$ cat config.mk
export PLATFORM = sky130hd
export DESIGN_NAME = wb_commit_trace_flat
export DESIGN_NICKNAME = d
export VERILOG_FILES = /design/src/rtl/wb_commit_trace_if.sv /design/src/rtl/wb_commit_trace.sv /design/src/flat_wrapper.sv
export SDC_FILE = /design/constraint.sdc
export NUM_CORES = 1
export LEC_CHECK = 0
export ABC_AREA = 1
export ABC_CLOCK_PERIOD_IN_PS = 7700
export BUFFER_PORTS_ARGS = -buffer_cell sky130_fd_sc_hd__buf_2
export CORE_MARGIN = 2
export CORE_UTILIZATION = 55
export DETAILED_ROUTE_END_ITERATION = 12
export PLACE_DENSITY_LB_ADDON = 0.05
export SLEW_MARGIN = 20
export SYNTH_ARGS = -nofsm -noshare
export SYNTH_HDL_FRONTEND = slang
export SYNTH_SLANG_ARGS = --single-unit
$ cat constraint.sdc
create_clock -name clk -period 7.7 [get_ports clk]
set_input_delay 0.77 -clock clk [delete_from_list [all_inputs] [get_ports clk]]
set_output_delay 0.77 -clock clk [all_outputs]
set_load 0.03 [all_outputs]
$ cat src/rtl/wb_commit_trace_if.sv
// Write-back stage bundle: dual-issue W-stage inputs, regfile and HI/LO write
// ports, and the single-port debug trace with its backpressure and stall.
interface wb_commit_trace_if #(
    parameter int CNT_W = 32
);
    logic             wb_fire;
    logic             W_master_reg_wen;
    logic             W_master_memtoReg;
    logic             W_master_hilowrite;
    logic [4:0]       W_master_reg_waddr;
    logic [7:0]       W_master_except;
    logic [31:0]      W_master_pc;
    logic [31:0]      W_master_alu_res;
    logic [31:0]      W_master_mem_rdata;
    logic [63:0]      W_master_alu_out64;
    logic             W_slave_reg_wen;
    logic [4:0]       W_slave_reg_waddr;
    logic [7:0]       W_slave_except;
    logic [31:0]      W_slave_pc;
    logic [31:0]      W_slave_alu_res;

    logic             rf_we1;
    logic [4:0]       rf_waddr1;
    logic [31:0]      rf_wdata1;
    logic             rf_we2;
    logic [4:0]       rf_waddr2;
    logic [31:0]      rf_wdata2;
    logic             hilo_we;
    logic [63:0]      hilo_wdata;

    logic             trace_ready;
    logic [31:0]      debug_wb_pc;
    logic [3:0]       debug_wb_rf_wen;
    logic [4:0]       debug_wb_rf_wnum;
    logic [31:0]      debug_wb_rf_wdata;
    logic             stall_req;
    logic [CNT_W-1:0] commit_cnt;

    // Pipeline / trace-sink side.
    modport master (
        output wb_fire, W_master_reg_wen, W_master_memtoReg, W_master_hilowrite,
               W_master_reg_waddr, W_master_except, W_master_pc, W_master_alu_res,
               W_master_mem_rdata, W_master_alu_out64, W_slave_reg_wen,
               W_slave_reg_waddr, W_slave_except, W_slave_pc, W_slave_alu_res,
               trace_ready,
        input  rf_we1, rf_waddr1, rf_wdata1, rf_we2, rf_waddr2, rf_wdata2,
               hilo_we, hilo_wdata, debug_wb_pc, debug_wb_rf_wen,
               debug_wb_rf_wnum, debug_wb_rf_wdata, stall_req, commit_cnt
    );

    // Write-back / trace block side.
    modport slave (
        input  wb_fire, W_master_reg_wen, W_master_memtoReg, W_master_hilowrite,
               W_master_reg_waddr, W_master_except, W_master_pc, W_master_alu_res,
               W_master_mem_rdata, W_master_alu_out64, W_slave_reg_wen,
               W_slave_reg_waddr, W_slave_except, W_slave_pc, W_slave_alu_res,
               trace_ready,
        output rf_we1, rf_waddr1, rf_wdata1, rf_we2, rf_waddr2, rf_wdata2,
               hilo_we, hilo_wdata, debug_wb_pc, debug_wb_rf_wen,
               debug_wb_rf_wnum, debug_wb_rf_wdata, stall_req, commit_cnt
    );
endinterface

$ cat src/rtl/wb_commit_trace.sv
// Dual-issue write-back: drives both regfile ports and HI/LO combinationally,
// and serialises retirements through a small FIFO onto a one-entry-per-cycle
// debug trace port.
module wb_commit_trace #(
    parameter int DEPTH = 8,
    parameter int CNT_W = 32
) (
    input  logic              clk,
    input  logic              rst,
    wb_commit_trace_if.slave  bus
);
    localparam int AW = $clog2(DEPTH);

    typedef logic [AW-1:0] ptr_t;
    typedef logic [AW:0]   cnt_t;
    typedef struct packed {
        logic [31:0] pc;
        logic        wen;
        logic [4:0]  wnum;
        logic [31:0] wdata;
    } entry_t;

    localparam cnt_t DEPTH_C   = cnt_t'(DEPTH);
    localparam cnt_t STALL_LVL = cnt_t'(DEPTH - 2);

    entry_t           mem [DEPTH];
    ptr_t             wptr;
    ptr_t             rptr;
    cnt_t             count;
    logic             overflow;
    logic [CNT_W-1:0] commit_q;

    logic             mret;
    logic             sret;
    logic             we2;
    logic [31:0]      mdata;
    entry_t           m_entry;
    entry_t           s_entry;
    cnt_t             free_slots;
    cnt_t             n_push;
    logic             push_m;
    logic             push_s;
    logic             pop;

    // Retire qualification; reset masks retirement so nothing commits during it.
    assign mret = ~rst & bus.wb_fire & (bus.W_master_pc != 32'd0) & (bus.W_master_except == 8'd0);
    assign sret = ~rst & bus.wb_fire & (bus.W_slave_pc  != 32'd0) & (bus.W_slave_except  == 8'd0);
    assign mdata = bus.W_master_memtoReg ? bus.W_master_mem_rdata : bus.W_master_alu_res;

    // The slave is younger, so on a same-register write only its value lands.
    assign we2            = sret & bus.W_slave_reg_wen;
    assign bus.rf_we2     = we2;
    assign bus.rf_we1     = mret & bus.W_master_reg_wen
                            & ~(we2 & (bus.W_slave_reg_waddr == bus.W_master_reg_waddr));
    assign bus.rf_waddr1  = bus.W_master_reg_waddr;
    assign bus.rf_wdata1  = mdata;
    assign bus.rf_waddr2  = bus.W_slave_reg_waddr;
    assign bus.rf_wdata2  = bus.W_slave_alu_res;
    assign bus.hilo_we    = mret & bus.W_master_hilowrite;
    assign bus.hilo_wdata = bus.W_master_alu_out64;

    assign m_entry = '{pc: bus.W_master_pc,
                       wen: bus.W_master_reg_wen & (bus.W_master_reg_waddr != 5'd0),
                       wnum: bus.W_master_reg_waddr, wdata: mdata};
    assign s_entry = '{pc: bus.W_slave_pc,
                       wen: bus.W_slave_reg_wen & (bus.W_slave_reg_waddr != 5'd0),
                       wnum: bus.W_slave_reg_waddr, wdata: bus.W_slave_alu_res};

    // Push/pop decisions; pushes beyond the free space are dropped, master first.
    always_comb begin
        free_slots = DEPTH_C - count;
        push_m     = mret & (free_slots != '0);
        push_s     = sret & (free_slots > cnt_t'(push_m));
        n_push     = cnt_t'(push_m) + cnt_t'(push_s);
        pop        = (count != '0) & bus.trace_ready;
    end

    // FIFO storage; contents need no reset because pointers and count gate them.
    always_ff @(posedge clk) begin
        if (push_m) mem[wptr] <= m_entry;
        if (push_s) mem[wptr + ptr_t'(push_m)] <= s_entry;
    end

    // Pointers, occupancy, sticky overflow and the retirement counter.
    always_ff @(posedge clk) begin
        if (rst) begin
            wptr     <= '0;
            rptr     <= '0;
            count    <= '0;
            overflow <= 1'b0;
            commit_q <= '0;
        end else begin
            wptr     <= wptr + ptr_t'(n_push);
            rptr     <= rptr + ptr_t'(pop);
            count    <= count + n_push - cnt_t'(pop);
            overflow <= overflow | (mret & ~push_m) | (sret & ~push_s);
            commit_q <= commit_q + {{(CNT_W-1){1'b0}}, mret} + {{(CNT_W-1){1'b0}}, sret};
        end
    end

    // Registered trace port: each popped entry is shown for exactly one cycle.
    always_ff @(posedge clk) begin
        if (rst) begin
            bus.debug_wb_pc       <= 32'd0;
            bus.debug_wb_rf_wen   <= 4'h0;
            bus.debug_wb_rf_wnum  <= 5'd0;
            bus.debug_wb_rf_wdata <= 32'd0;
        end else if (pop) begin
            bus.debug_wb_pc       <= mem[rptr].pc;
            bus.debug_wb_rf_wen   <= {4{mem[rptr].wen}};
            bus.debug_wb_rf_wnum  <= mem[rptr].wnum;
            bus.debug_wb_rf_wdata <= mem[rptr].wdata;
        end else begin
            bus.debug_wb_pc       <= 32'd0;
            bus.debug_wb_rf_wen   <= 4'h0;
        end
    end

    // Stall depends only on registered occupancy, never on this cycle's inputs.
    assign bus.stall_req  = count > STALL_LVL;
    assign bus.commit_cnt = commit_q;

    // Upstream must honour stall_req, so a dropped push means a broken pipeline.
    a_no_overflow: assert property (@(posedge clk) disable iff (rst) !overflow);
endmodule

$ cat src/flat_wrapper.sv
// flat-port wrapper written by rule: the top's interface ports become plain ports
module wb_commit_trace_flat 
#(
    parameter int DEPTH = 8,
    parameter int CNT_W = 32
)
  (clk, rst, bus_wb_fire, bus_W_master_reg_wen, bus_W_master_memtoReg, bus_W_master_hilowrite, bus_W_master_reg_waddr, bus_W_master_except, bus_W_master_pc, bus_W_master_alu_res, bus_W_master_mem_rdata, bus_W_master_alu_out64, bus_W_slave_reg_wen, bus_W_slave_reg_waddr, bus_W_slave_except, bus_W_slave_pc, bus_W_slave_alu_res, bus_trace_ready, bus_rf_we1, bus_rf_waddr1, bus_rf_wdata1, bus_rf_we2, bus_rf_waddr2, bus_rf_wdata2, bus_hilo_we, bus_hilo_wdata, bus_debug_wb_pc, bus_debug_wb_rf_wen, bus_debug_wb_rf_wnum, bus_debug_wb_rf_wdata, bus_stall_req, bus_commit_cnt);
  wb_commit_trace_if #(.CNT_W(CNT_W)) bus_i ();
  input  logic clk;
  input  logic rst;
  input wire logic [$bits(bus_i.wb_fire)-1:0] bus_wb_fire;
  input wire logic [$bits(bus_i.W_master_reg_wen)-1:0] bus_W_master_reg_wen;
  input wire logic [$bits(bus_i.W_master_memtoReg)-1:0] bus_W_master_memtoReg;
  input wire logic [$bits(bus_i.W_master_hilowrite)-1:0] bus_W_master_hilowrite;
  input wire logic [$bits(bus_i.W_master_reg_waddr)-1:0] bus_W_master_reg_waddr;
  input wire logic [$bits(bus_i.W_master_except)-1:0] bus_W_master_except;
  input wire logic [$bits(bus_i.W_master_pc)-1:0] bus_W_master_pc;
  input wire logic [$bits(bus_i.W_master_alu_res)-1:0] bus_W_master_alu_res;
  input wire logic [$bits(bus_i.W_master_mem_rdata)-1:0] bus_W_master_mem_rdata;
  input wire logic [$bits(bus_i.W_master_alu_out64)-1:0] bus_W_master_alu_out64;
  input wire logic [$bits(bus_i.W_slave_reg_wen)-1:0] bus_W_slave_reg_wen;
  input wire logic [$bits(bus_i.W_slave_reg_waddr)-1:0] bus_W_slave_reg_waddr;
  input wire logic [$bits(bus_i.W_slave_except)-1:0] bus_W_slave_except;
  input wire logic [$bits(bus_i.W_slave_pc)-1:0] bus_W_slave_pc;
  input wire logic [$bits(bus_i.W_slave_alu_res)-1:0] bus_W_slave_alu_res;
  input wire logic [$bits(bus_i.trace_ready)-1:0] bus_trace_ready;
  output wire logic [$bits(bus_i.rf_we1)-1:0] bus_rf_we1;
  output wire logic [$bits(bus_i.rf_waddr1)-1:0] bus_rf_waddr1;
  output wire logic [$bits(bus_i.rf_wdata1)-1:0] bus_rf_wdata1;
  output wire logic [$bits(bus_i.rf_we2)-1:0] bus_rf_we2;
  output wire logic [$bits(bus_i.rf_waddr2)-1:0] bus_rf_waddr2;
  output wire logic [$bits(bus_i.rf_wdata2)-1:0] bus_rf_wdata2;
  output wire logic [$bits(bus_i.hilo_we)-1:0] bus_hilo_we;
  output wire logic [$bits(bus_i.hilo_wdata)-1:0] bus_hilo_wdata;
  output wire logic [$bits(bus_i.debug_wb_pc)-1:0] bus_debug_wb_pc;
  output wire logic [$bits(bus_i.debug_wb_rf_wen)-1:0] bus_debug_wb_rf_wen;
  output wire logic [$bits(bus_i.debug_wb_rf_wnum)-1:0] bus_debug_wb_rf_wnum;
  output wire logic [$bits(bus_i.debug_wb_rf_wdata)-1:0] bus_debug_wb_rf_wdata;
  output wire logic [$bits(bus_i.stall_req)-1:0] bus_stall_req;
  output wire logic [$bits(bus_i.commit_cnt)-1:0] bus_commit_cnt;
  assign bus_i.wb_fire = bus_wb_fire;
  assign bus_i.W_master_reg_wen = bus_W_master_reg_wen;
  assign bus_i.W_master_memtoReg = bus_W_master_memtoReg;
  assign bus_i.W_master_hilowrite = bus_W_master_hilowrite;
  assign bus_i.W_master_reg_waddr = bus_W_master_reg_waddr;
  assign bus_i.W_master_except = bus_W_master_except;
  assign bus_i.W_master_pc = bus_W_master_pc;
  assign bus_i.W_master_alu_res = bus_W_master_alu_res;
  assign bus_i.W_master_mem_rdata = bus_W_master_mem_rdata;
  assign bus_i.W_master_alu_out64 = bus_W_master_alu_out64;
  assign bus_i.W_slave_reg_wen = bus_W_slave_reg_wen;
  assign bus_i.W_slave_reg_waddr = bus_W_slave_reg_waddr;
  assign bus_i.W_slave_except = bus_W_slave_except;
  assign bus_i.W_slave_pc = bus_W_slave_pc;
  assign bus_i.W_slave_alu_res = bus_W_slave_alu_res;
  assign bus_i.trace_ready = bus_trace_ready;
  assign bus_rf_we1 = bus_i.rf_we1;
  assign bus_rf_waddr1 = bus_i.rf_waddr1;
  assign bus_rf_wdata1 = bus_i.rf_wdata1;
  assign bus_rf_we2 = bus_i.rf_we2;
  assign bus_rf_waddr2 = bus_i.rf_waddr2;
  assign bus_rf_wdata2 = bus_i.rf_wdata2;
  assign bus_hilo_we = bus_i.hilo_we;
  assign bus_hilo_wdata = bus_i.hilo_wdata;
  assign bus_debug_wb_pc = bus_i.debug_wb_pc;
  assign bus_debug_wb_rf_wen = bus_i.debug_wb_rf_wen;
  assign bus_debug_wb_rf_wnum = bus_i.debug_wb_rf_wnum;
  assign bus_debug_wb_rf_wdata = bus_i.debug_wb_rf_wdata;
  assign bus_stall_req = bus_i.stall_req;
  assign bus_commit_cnt = bus_i.commit_cnt;
  wb_commit_trace #(.DEPTH(DEPTH), .CNT_W(CNT_W)) u_core (.clk(clk), .rst(rst), .bus(bus_i));
endmodule
======== After elaboration in Yosys (flattened, before gate mapping) ========
Memory sizes are Yosys's and may differ from the RTL's. A register that Yosys moved wholly into a read port is not among the register bits.
Index checks and enable logic that the tools add are counted.
word-level totals
  bits in writable memories ............... 560
  bits of input ports ..................... 258
  word-level logic and storage cells ...... 54
  register bits ........................... 112
  memories ................................ 1
  output and inout bits ................... 247
cells by class
  muxes and demuxes ....................... 6
  bitwise gates (word level) .............. 18
  order comparisons ....................... 2
  add/sub/neg operators ................... 9
  reduce and logical (&&, ||, !) cells .... 9
  eq/ne operators ......................... 1
memory list
  name        words  bits a word  rd ports  clocked after Yosys merged registers in  wr ports  line                   source
  u_core.mem  8      70           1         1                                        2         wb_commit_trace.sv:26  entry_t mem [DEPTH];
operators with widths
  kind                                                           number
  adder 32 x 1 -> 32 bit                                         2
  nonzero test 32 bit                                            2
  2-to-1 mux 32 bit                                              1
  zero test 8 bit                                                2
  AND 1 bit                                                      15
  nonzero test 5 bit                                             2
  nonzero test 4 bit                                             2
  adder 3 x 1 -> 3 bit                                           2
  equality test 5 bit                                            1
  adder 4 bit                                                    1
  greater-than comparator 4 x 1 -> 1 bit                         1
  greater-than comparator 4 x 3 -> 1 bit, second input constant  1
  2-to-1 mux 1 bit                                               4
  subtractor 4 x 1 -> 4 bit                                      1
  subtractor 4 bit, first input constant                         1
  adder 3 bit                                                    1
  2-to-1 mux 3 bit                                               1
  NOT 1 bit                                                      3
  adder 1 x 1 -> 2 bit                                           1
  OR reduction 2 bit                                             1

======== Logic depth before layout (Yosys ltp) ========
Gate-level depths: netlist of the first run.
  depth in word-level cells ............... 10
  mapped depth ............................ 24
  gate-level depth less buffers ........... 22

======== Worst setup path before layout of the first run ========
No wires, ideal clock.
  path type ............................... in2reg
  from .................................... input bus_W_master_pc[9]
  to ...................................... memory u_core.mem[0][0] (netlist name) (enable)
  setup slack ............................. 697 ps
  stages .................................. 7
  buffers on the path ..................... 1
  data arrival time ....................... 6,408 ps
  cells stage by stage .................... clkbuf_1 > nor2_1 > nand2_1 > nor2_1 > nand4_1 > nand3_1 > o21ai_0
RTL lines
  what                line                   source
  start: declaration  flat_wrapper.sv:17     input wire logic [$bits(bus_i.W_master_pc)-1:0] bus_W_master_pc;
  end: declaration    wb_commit_trace.sv:26

==> impl_metrics.toml, run 1 <==
[final_layout]
utilization_pct = 60.65
regArea_mm2 = 0.01907
num-nets-final = 4661
syn_to_final_growth_pct = 8.655
drive_above_1_share_pct = 13.55
nFillCells = 5794
multiInputGateArea_mm2 = 0.01491

[logic_synthesis]
async_flop_share_pct = 0
synth_cell_types = 35
synth_area_leaders = "edfxtp_1, nand2_1, nand4_1, nor2_1, dfxtp_1"
synth_seq_cells = 672
syn-instance-count = 4453
synth_area_per_cell_um2 = 8.285
seq_area_frac_synth_pct = 51.66
yosysTopAreaCellShare_pct = 45.58
yosysMostFrequentCell = "nand2_1"
synth_fp_nets = 4732
yosys.area.top_type = "edfxtp_1"
syn_area_mm2 = 0.03689
ys.flop_type = "edfxtp_1"
ys_warn_count = 0
synth_common_cells = "nand2_1, nor2_1, nand4_1"
synth_enable_flop_cells = 560

[power]
power_density_mw_per_mm2 = 276.1
power_leakage_nw = 16.20
ir_drop_mv = 0.2961

[floorplanning]
fp-row-count = 94
die_y_um = 263.0
initial_core_util_pct = 55.82
coreArea_mm2 = 0.06610
die_area_mm2 = 0.06917
ioPinCount = 505
die_x_um = 263.0

[global_route]
grt_pass1_vias = 30369
use_met2_pct = 55.67
antenna_found_initial = 3
grt_util_met3_pct = 7.913
busiest_layer = "met2"
use_met1_pct = 48.03
grt_max_degree = 230
grt.total_usage_pct = 35.14
overflow = 0
grt_pass1_wl_um = 188900

[drt]
wl_per_cell_um = 23.51
routed_wl_um = 124800
viasPerCell = 6.228
ant_nets = 0
drc = 0
drt_first_pass_iters = 6
routed-via-count = 33054
dr.first_iter.drc_count = 4049

[clock_network]
clk_pin_slew_worst_paths_ps = 50
root_buffer = "clkbuf_16"
cts_tree = "built"
cts-resized-gates = 0
cts_hold_buf = 0
cts_buffer_depth = 3
clkSinkCount = 672
postCtsSetupBuffers = 0
cts-htree-levels = 3
clk_latency_ps = 630
cts-buffers-inserted = 74

[timing]
rsz0062_at_grt = "false"
setup_slack_ps = 2573
tightest_slew_ps = 1322
period_minus_slack_ps = 5127
tns_ps = 0
slew_viol_final = 0
slew-limit-headroom_pct = 11.90
timing.final.hold_violations = 0
fin_skew_ps = 23.33
setup_viol = 0
max_freq_ghz = 0.1951
period_share_pct = 66.58

[hold_path]
hp-class = "reg2reg"

[placed_design]
pre_cts_ws_ps = 2051
io_buffers = 376
dpl.hpwl_um = 64730
gp_congestion = 0.8860

[outcome]
status = "complete, no violations"

[critical_path]
path_cells = "buf_2 -> nor2_1 -> nand2_1 -> nor2_1 -> nand4_1 -> nand3_1 -> inv_1 -> ha_1 -> inv_1 -> nor2_4 -> nand4_4 -> o21ai_4 -> buf_4"
cp_max_fo = 34
critPathArrivalTime_ps = 5390
endpoint = "u_core.mem[5][8]"
setup.worst_path.class = "in2reg"
max_stage_delay_ps = 730
r2r-start = "u_core.count[1]"
cpMaxStageDelayCell = "nand4_4"
cp-start-kind = "input port"
cp-startpoint = "bus_W_master_pc[1]"
rr_worst_depth = 14
rrSetupSlack_ps = 2800
r2r-end = "u_core.mem[5][8]"
cp_data_required_time_ps = 7960
cp-end-kind = "register"

[flow_run]
cap_violations = 0
cells in the final DEF, fill, tap and decap left out, types with 11 or more instances in the layout:
cell	n
nor3_1	11
o21ai_0	436
clkbuf_1	26
clkbuf_16	77
dfxtp_1	109
edfxtp_1	560
inv_1	74
mux2_2	32
nand4_1	575
o32ai_1	33
a21oi_1	61
nand2_1	1230
buf_2	376
o211ai_1	37
nor2_4	11
nor2_1	601
clkinv_1	12
nand3_1	32
buf_4	54
ha_1	18
critical path, delay by kind of cell:
family | cells | cell delay (ps)
and+or+nand+nor | 7 | 2300
adders and majority gates | 1 | 530
buffers and inverters | 4 | 1060
AOI/OAI and AO/OA | 1 | 690
worst min path at each step:
| stage | from | to | depth (start not counted) |
|---|---|---|---|
| floorplan | u_core.rptr[1] | u_core.rptr[1] | 3 |
| global placement | u_core.bus.commit_cnt[31] | u_core.bus.commit_cnt[31] | 2 |
| detailed placement | u_core.bus.commit_cnt[31] | u_core.bus.commit_cnt[31] | 2 |
| CTS | u_core.bus.commit_cnt[31] | u_core.bus.commit_cnt[31] | 2 |
| global route | u_core.bus.commit_cnt[4] | u_core.bus.commit_cnt[4] | 2 |
| finish | u_core.bus.commit_cnt[31] | u_core.bus.commit_cnt[31] | 2 |
power by group:
group / switching [W] / leakage [nW] / internal, W
Combinational: 0.00263 / 9.13 / 0.000784
Sequential: 0.000129 / 5.95 / 0.00407
Clock: 0.00149 / 1.13 / 0.00197
cell families (layout without fill, tap and decap cells):
group / after synthesis / count (layout) / share of synthesized area (%)
XOR/XNOR: 13 / 13 / 0.3290
AO/OA/AOI/OAI: 578 / 578 / 8.448
AND/OR/NAND/NOR: 2472 / 2472 / 29.38
adder cells (fa/ha/maj): 21 / 21 / 0.7733
other: 0 / 1 / 0
buffers and inverters: 665 / 654 / 8.434
flip-flops: 672 / 672 / 51.66
multiplexers: 32 / 32 / 0.9767
metal layers:
metal  up-vias  wire length, µm
met5         -              115
met2      2084            57360
met4         6             3510
met3       291            14500
li1      15180                -
met1     15493            49300
final cells by class:
type | count | share of cell area [%]
Sequential cell | 672 | 47.57
Multi-Input combinational cell | 3116 | 37.20
Timing Repair Buffer | 438 | 6.037
Clock buffer | 110 | 5.291
Tap cell | 864 | 2.697
Inverter | 80 | 0.7741
Clock inverter | 26 | 0.4307
Antenna cell | 1 | 0.006243
flip-flops by register name, summed over array words and instances (netlist names):
| signal | count |
|---|---|
| u_core.mem | 560 |
| u_core.bus.commit_cnt | 32 |
| u_core.bus.debug_wb_pc | 32 |
| u_core.bus.debug_wb_rf_wdata | 32 |
| u_core.bus.debug_wb_rf_wnum | 5 |
| u_core.count | 4 |
| u_core.rptr | 3 |
| u_core.wptr | 3 |
| u_core.bus.debug_wb_rf_wen | 1 |
through the flow:
step | power (W) | hold slack (ps) | area [µm²] | cells
6_report | 0.01107 | 478.0 | 40090 | 5307
5_1_grt | 0.01152 | 508.5 | 40090 | 5307
4_1_cts | 0.01097 | 485.4 | 40040 | 5305
3_5_place_dp | 0.007556 | 476.8 | 37750 | 5169
3_3_place_gp | 0.007525 | 473.0 | 37750 | 5169
2_1_floorplan | 0.006731 | 552.4 | 36890 | 4453
Power figures use the tool's default switching activity.
==> run 2, diff against run 1 <==
- ABC_AREA: 1 -> 0
- ABC_CLOCK_PERIOD_IN_PS: 7700 -> 5400
- clock period: 7.7 -> 5.4 ns (I/O delays scaled with it)
==> impl_metrics.toml, run 2 <==
[critical_path]
r2r-end = "u_core.mem[4][38]"
rrSetupSlack_ps = 1520
cp-start-kind = "input port"
cp-end-kind = "register"
critPathArrivalTime_ps = 4380
r2r-start = "u_core.count[0]"
rr_worst_depth = 13
cp_max_fo = 53
endpoint = "u_core.mem[4][38]"
cp-startpoint = "bus_W_master_pc[1]"
cp_data_required_time_ps = 5740
setup.worst_path.class = "in2reg"

[timing]
timing.final.hold_violations = 0
max_freq_ghz = 0.2475
fin_skew_ps = 12.92
tns_ps = 0
setup_slack_ps = 1360
tightest_slew_ps = 1114
slew_viol_final = 0
rsz0062_at_grt = "false"
slew-limit-headroom_pct = 25.45
period_minus_slack_ps = 4040
period_share_pct = 74.81
setup_viol = 0

[floorplanning]
ioPinCount = 505
die_x_um = 251.1
fp-row-count = 90
die_area_mm2 = 0.06307
initial_core_util_pct = 55.66
coreArea_mm2 = 0.06036
die_y_um = 251.1

[drt]
wl_per_cell_um = 26.99
routed_wl_um = 86450
routed-via-count = 19651
dr.first_iter.drc_count = 1420
viasPerCell = 6.135
drt_first_pass_iters = 5
ant_nets = 0
drc = 0

[clock_network]
clkSinkCount = 672
cts_buffer_depth = 3
cts-htree-levels = 3
cts_tree = "built"
cts_hold_buf = 0
clk_latency_ps = 600
clk_pin_slew_worst_paths_ps = 60
postCtsSetupBuffers = 0
cts-resized-gates = 0
cts-buffers-inserted = 73
root_buffer = "clkbuf_16"

[logic_synthesis]
yosysTopAreaCellShare_pct = 50.06
synth_common_cells = "edfxtp_1, mux2_2, mux4_2"
ys.flop_type = "edfxtp_1"
yosysMostFrequentCell = "edfxtp_1"
syn_area_mm2 = 0.03359
synth_fp_nets = 2383
syn-instance-count = 2104
async_flop_share_pct = 0
seq_area_frac_synth_pct = 56.73
synth_area_per_cell_um2 = 15.97
ys_warn_count = 0
yosys.area.top_type = "edfxtp_1"
synth_cell_types = 48
synth_enable_flop_cells = 560
synth_area_leaders = "edfxtp_1, mux2_2, mux4_2, dfxtp_1, buf_4"
synth_seq_cells = 672

[placed_design]
io_buffers = 376
pre_cts_ws_ps = 756.2
gp_congestion = 0.7837
dpl.hpwl_um = 50190

[final_layout]
drive_above_1_share_pct = 51.24
num-nets-final = 2634
regMostFlops = "u_core.mem"
final_cell_mix = "edfxtp_1, mux2_2, buf_2, mux4_2, dfxtp_1"
final_common_cell = "edfxtp_1"
utilization_pct = 62.99
largest_reg_flops = 560
syn_to_final_growth_pct = 13.17
nFillCells = 4525

[hold_path]
hp-class = "in2reg"

[global_route]
grt_max_degree = 85
grt_pass1_vias = 20325
grt_pass1_wl_um = 128900
grt.total_usage_pct = 27.44
overflow = 0
antenna_found_initial = 6

[power]
ir_drop_mv = 0.2474
power_density_mw_per_mm2 = 366.0
power_w = 0.01391
power_leakage_nw = 13.28

[flow_run]
cap_violations = 0

[outcome]
status = "complete, no violations"
-- run 2: changes by cell type after synthesis, sizes merged, moves of 24 or more --
cell	change
nand4	-555
a21oi	-51
a211oi	+37
nor2	-504
nand2	-1213
o211ai	-37
o32ai	-31
o21ai	-430
mux2i	+78
mux4	+140
nor4	+24
clkbuf	-312
mux2	+554
inv	-59
-- run 2: final cells by class --
class	count	area [µm²]	area share, %
inverters	21	78.83	0.2073
repair buffers	426	2455	6.457
clock buffers	105	2167	5.700
multi-input cells	1161	13070	34.37
flip-flops and latches	672	19070	50.16
diodes	5	12.51	0.03291
well taps	782	978.4	2.574
clock inverters	31	190.2	0.5003
-- run 2: per-layer routing --
layer | track usage (%) | vias to the layer above | share of wire (%)
li1 | - | 8675 | -
met1 | 36.63 | 10140 | 42
met2 | 45.98 | 716 | 50
met3 | 5.032 | 120 | 6.2
met4 | 8.333 | 0 | 2.2
met5 | 0.3861 | - | 0
-- run 2: kinds of logic (layout without fill, tap and decap cells) --
kind of cell | Yosys count | in the layout | share of synthesized area, %
xor gates and xnor gates | 31 | 31 | 0.8082
muxes | 804 | 804 | 31.90
and+or+nand+nor | 232 | 232 | 3.442
buffers and inverters | 271 | 583 | 4.775
other | 0 | 5 | 0
adders and majority gates | 21 | 21 | 0.8492
AOI/OAI and AO/OA | 73 | 73 | 1.494
DFF | 672 | 672 | 56.73
-- run 2: critical path, stage by stage --
cell	delay [ps]
buf_2	160
nor4_1	610
nand4_1	200
o2111ai_1	260
buf_4	190
a21o_1	100
inv_1	70
ha_1	270
nor2_1	40
nor2_1	110
nand2_1	270
nand4_1	230
buf_4	850
mux2_2	430
-- run 2: worst min path at each step --
stage,startpoint,end,slack [ps],cells after the start
global route,bus_W_slave_pc[3],u_core.mem[0][41],360,2
CTS,bus_W_slave_pc[3],u_core.mem[2][41],330,2
detailed placement,u_core.bus.debug_wb_rf_wdata[0],u_core.bus.debug_wb_rf_wdata[0],490,2
finish,bus_W_slave_alu_res[18],u_core.mem[5][18],360,2
global placement,u_core.bus.commit_cnt[15],u_core.bus.commit_cnt[15],480,2
floorplan,u_core.rptr[0],u_core.rptr[0],550,2
-- run 2: per-stage QoR --
stage	hold slack (ps)	cells	instance area, µm²
2_1_floorplan	545.0	2104	33610
3_3_place_gp	477.4	3061	35620
3_5_place_dp	488.9	3061	35620
4_1_cts	329.7	3197	37980
5_1_grt	363.7	3203	38020
6_report	363.5	3203	38020
-- run 2: where the power goes --
part	internal (W)	switching [W]	total, W
Sequential	0.00579	0.000158	0.00595
Combinational	0.00138	0.00166	0.00304
Clock	0.00289	0.00204	0.00492
